--- config.mk ---
export PLATFORM = sky130hd
export DESIGN_NAME = lfsr_bist_ctrl
export DESIGN_NICKNAME = d
export VERILOG_FILES = /design/src/rtl/lfsr_bist_ctrl.sv
export SDC_FILE = /design/constraint.sdc
export NUM_CORES = 1
export LEC_CHECK = 0
export ABC_AREA = 1
export CORE_AREA = 2 2 58 60
export DETAILED_ROUTE_END_ITERATION = 6
export DIE_AREA = 0 0 60 62
export PLACE_DENSITY_LB_ADDON = 0.1
export REMOVE_ABC_BUFFERS = 1
export SYNTH_ARGS = -nofsm -noshare
export SYNTH_HDL_FRONTEND = slang
export SYNTH_SLANG_ARGS = --single-unit
--- constraint.sdc ---
create_clock -name clk -period 1.6 [get_ports clk]
set_input_delay 0.48 -clock clk [delete_from_list [all_inputs] [get_ports clk]]
set_output_delay 0.48 -clock clk [all_outputs]
set_load 0.01 [all_outputs]
--- src/rtl/lfsr_bist_ctrl.sv ---
// BIST sequencer: seeds and steps the shared LFSR, compacts DUT responses into a MISR
// and compares the final signature against a golden value.
module lfsr_bist_ctrl #(
    parameter int unsigned      Width      = 4,
    parameter int unsigned      CountWidth = 8,
    parameter logic [Width-1:0] Taps       = 4'b1001
) (
    input  logic                  clk,
    input  logic                  reset,
    input  logic                  start,
    input  logic                  abort,
    input  logic [Width-1:0]      seed,
    input  logic [CountWidth-1:0] count,
    input  logic [Width-1:0]      golden,
    input  logic [Width-1:0]      lfsr_q,
    input  logic [Width-1:0]      resp,
    output logic [Width-1:0]      lfsr_seed,
    output logic                  lfsr_load,
    output logic                  lfsr_enable,
    output logic                  pattern_valid,
    output logic                  busy,
    output logic                  done,
    output logic                  pass,
    output logic [Width-1:0]      signature
);

    typedef enum logic [2:0] {StIdle, StLoad, StRun, StCheck, StDone} state_e;

    state_e                state_q, state_d;
    logic [Width-1:0]      seed_q, seed_d;
    logic [Width-1:0]      golden_q, golden_d;
    logic [Width-1:0]      sig_q, sig_d;
    logic [CountWidth-1:0] cnt_q, cnt_d;
    logic                  pass_q, pass_d;

    // The LFSR output is only watched by loopback benches, never used internally.
    logic unused_lfsr_q;
    assign unused_lfsr_q = ^lfsr_q;

    always_ff @(posedge clk or posedge reset) begin
        if (reset) begin
            state_q  <= StIdle;
            seed_q   <= '0;
            golden_q <= '0;
            sig_q    <= '0;
            cnt_q    <= '0;
            pass_q   <= 1'b0;
        end else begin
            state_q  <= state_d;
            seed_q   <= seed_d;
            golden_q <= golden_d;
            sig_q    <= sig_d;
            cnt_q    <= cnt_d;
            pass_q   <= pass_d;
        end
    end

    always_comb begin
        state_d  = state_q;
        seed_d   = seed_q;
        golden_d = golden_q;
        sig_d    = sig_q;
        cnt_d    = cnt_q;
        pass_d   = pass_q;

        unique case (state_q)
            StIdle: begin
                if (start) begin
                    seed_d   = seed;
                    golden_d = golden;
                    cnt_d    = count;
                    pass_d   = 1'b0;
                    state_d  = StLoad;
                end
            end
            StLoad: begin
                sig_d   = '0;
                state_d = (cnt_q != '0) ? StRun : StCheck;
            end
            StRun: begin
                sig_d = {^(sig_q & Taps), sig_q[Width-1:1]} ^ resp;
                cnt_d = cnt_q - 1'b1;
                if (cnt_q == CountWidth'(1)) begin
                    state_d = StCheck;
                end
            end
            StCheck: begin
                pass_d  = (sig_q == golden_q);
                state_d = StDone;
            end
            StDone: begin
                state_d = StIdle;
            end
            default: begin
                state_d = StIdle;
            end
        endcase

        // Abort freezes the partial signature and counter; the abort-cycle response is dropped.
        if (abort && (state_q != StIdle)) begin
            state_d = StIdle;
            pass_d  = 1'b0;
            sig_d   = sig_q;
            cnt_d   = cnt_q;
        end
    end

    always_comb begin
        lfsr_load     = (state_q == StLoad);
        lfsr_enable   = (state_q == StRun) && !abort;
        pattern_valid = (state_q == StRun) && !abort;
        busy          = (state_q != StIdle);
        done          = (state_q == StDone);
        pass          = pass_q;
        signature     = sig_q;
        lfsr_seed     = seed_q;
    end

endmodule

==> results.py <==
metrics = {
    "sta": {
        "fin_skew_ns": 0.00145,
        "drv_slew": 0,
        "worst_pin_slew_ns": 0.316,
        "fin_ws_ns": -0.131,
        "hold_slack_ns": 0.479,
        "slew_headroom_pct": 78.9,
        "rsz0062_at_grt": "yes",
        "fmax_ghz": 0.578,
        "final-hold-violation-count": 0,
        "finalSetupViolCount": 5,
        "period_share_pct": 108,
        "period_needed_ns": 1.73,
    },
    "setup_path": {
        "cp_slowest_stage_delay_ns": 0.44,
        "cp.required_ns": 1.12,
        "cp.arrival_ns": 1.25,
        "start_kind": "flip-flop",
        "crit_chain": "buf_6 -> inv_4 -> nor3_4 -> buf_2",
        "endpoint_kind": "primary output",
        "critical_path.max_fanout": 2,
        "critPathKind": "flip-flop to primary output",
        "slowest_stage": "dfrtp_1",
    },
    "placement": {
        "portBuffers": 37,
        "post-dp-hpwl_um": 2350,
        "dpl-instance-area_mm2": 0.00198,
        "place_congestion": 0.835,
    },
    "layout": {
        "num-fill-cells": 280,
        "syn_to_final_growth_pct": 51.5,
        "antenna_cells": 0,
        "finalNetCount": 298,
        "final_cell_area_mm2": 0.00213,
        "drive_gt1_share_pct": 22.2,
    },
    "die": {
        "start_util_pct": 44.3,
        "rows": 21,
        "die_w_um": 60,
        "io-pin-count": 42,
        "core_area_mm2": 0.00318,
        "fp.dieH_um": 62,
        "dieArea_mm2": 0.00372,
    },
    "drt": {
        "post_drt_wl_per_cell_um": 10.4,
        "remaining_drc_errors": 0,
        "first_iter_violations": 61,
        "first_pass_iters": 4,
        "drtAntennaViolNets": 0,
        "via_per_inst": 4.63,
        "vias": 1443,
        "wirelength_um": 3240,
    },
    "synthesis": {
        "syn_area_per_cell_um2": 7.18,
        "ys_seq_area_share_pct": 42.7,
        "synth_cell_types": 21,
        "synth_area_mm2": 0.00141,
        "yosys_warnings": 0,
        "syn-instance-count": 196,
        "ys_ff_latch": 24,
    },
    "clock_network": {
        "cts.sinks": 24,
        "clk_pin_slew_ns": 0.14,
        "cts_tree": "built",
        "numCtsBuffers": 3,
        "clkLatencyLatePin_ns": 0.32,
        "h-tree-depth": 1,
        "cts_buffer_depth": 2,
        "cts_root_buffer": "clkbuf_4",
    },
    "global_route": {
        "grt_pass1_vias": 1270,
        "antenna_found_initial": 0,
        "grt_pass1_wl_um": 5360,
        "overflow": 0,
        "grt_max_degree": 25,
        "grt_usage_pct": 19.2,
    },
    "run": {
        "drv_cap": 0,
    },
    "power_and_ir_drop": {
        "power_density_mw_per_mm2": 1700,
        "leakagePower_nw": 1.16,
        "irDropWorstVdd_uv": 655,
        "p_total_mw": 3.62,
    },
    "outcome": {
        "violations": "setup timing",
        "outcome": "complete, but fails checks",
    },
    "min_path": {
        "hp-class": "input pin to async pin",
    },
}
-- state kept, by name (all words and copies together) (netlist names) --
| signal | count |
|---|---|
| cnt_q | 8 |
| state_q | 3 |
| signature | 4 |
| golden_q | 4 |
| lfsr_seed | 4 |
| pass | 1 |
-- per-stage QoR --
stage	worst slack, ns	util [%]	instances	TNS, ns
finish	-0.131	67.1	312	-0.420
global placement	-0.557	62.2	298	-2.56
global route	-0.176	67.1	312	-0.678
CTS	-0.138	65.8	309	-0.519
detailed placement	-0.583	62.2	298	-2.78
floorplan	0.248	-	193	0
-- metal layers --
metal	routed length [um]	vias to the layer above	track usage, %
met2	1590	37	31.2
met3	123	2	1.86
li1	-	738	-
met5	0	-	0
met4	19	0	6.67
met1	1500	666	27.0
-- critical path: cells and delay by family (launching register included) --
| kind | cells | cell delay (ns) |
|---|---|---|
| buffers and inverters | 3 | 0.32 |
| flip-flops | 1 | 0.44 |
| AND/OR/NAND/NOR | 1 | 0.16 |
-- cells in the final DEF (no fill, tap or decap) --
cell type and instances:
nand2_1 79, buf_4 29, dfrtp_1 23, clkdlybuf4s50_1 22
inv_1 18, nor2_1 17, o21ai_0 12, dlygate4sd2_1 10
nand3_1 9, inv_2 6, xnor2_1 6, buf_6 6
nand2_4 4, o21ai_1 3, xor2_1 3, ha_1 3
clkbuf_4 3, nor2_4 2, buf_2 2, nand3_2 1
inv_4 1, nor3_4 1, nand3b_1 1, nor3_2 1
nor2_2 1, nand4_1 1, bufinv_16 1, dfrtp_2 1
-- layout make-up --
class	instances	area (um2)	share of cell area, %
Tap cell	46	57.6	2.70
Multi-Input combinational cell	144	721	33.8
Timing Repair Buffer	69	603	28.3
Sequential cell	24	602	28.2
Clock buffer	3	22.5	1.06
Inverter	25	96.3	4.52
Clock inverter	1	30.0	1.41
-- cell families after synthesis --
family	synth area share, %
buffers and inverters	8.36
flip-flops	42.7
AO/OA/AOI/OAI	5.33
AND/OR/NAND/NOR	35.4
XOR/XNOR	5.60
adder cells (fa/ha/maj)	2.67
-- synth_stat cells (all sizes together) --
library cell  instances  area (um2)
nand2                83         329
inv                  25        93.8
dfrtp                24         601
nor2                 20        90.1
o21ai                15        75.1
nand3                10        55.1
xnor2                 6        52.6
buf                   3        23.8
ha                    3        37.5
xor2                  3        26.3
nor3                  2        10.0
nand3b                1        7.51
nand4                 1        6.26
-- path summary, 6_finish.rpt --
path	slack, ns	to	cells past startpoint	start
min in group clk	0.49	lfsr_seed[2]	2	lfsr_seed[2]
worst min register to register	0.49	lfsr_seed[2]	2	lfsr_seed[2]
worst max-delay path	-0.13	lfsr_load	4	state_q[0]
worst min-delay path	0.48	golden_q[2]	3	reset
max in group asynchronous	0.86	state_q[1]	3	reset
worst max register to register	0.11	cnt_q[5]	9	state_q[0]
-- power breakdown --
part / internal (mW) / switching (mW) / total [mW]
clock: 0.253 / 0.196 / 0.450
combinational: 0.997 / 1.07 / 2.07
sequential: 0.873 / 0.222 / 1.10
total: 2.12 / 1.49 / 3.62
-- timing repair --
action | CTS | global route
buffers inserted | 7 | 3
resized for setup | 44 | 6
pin swaps | 4 | 4
hold buffers | 0 | 0
setup endpoints to repair | 14 | 7
(Power assumes the default switching activity.)
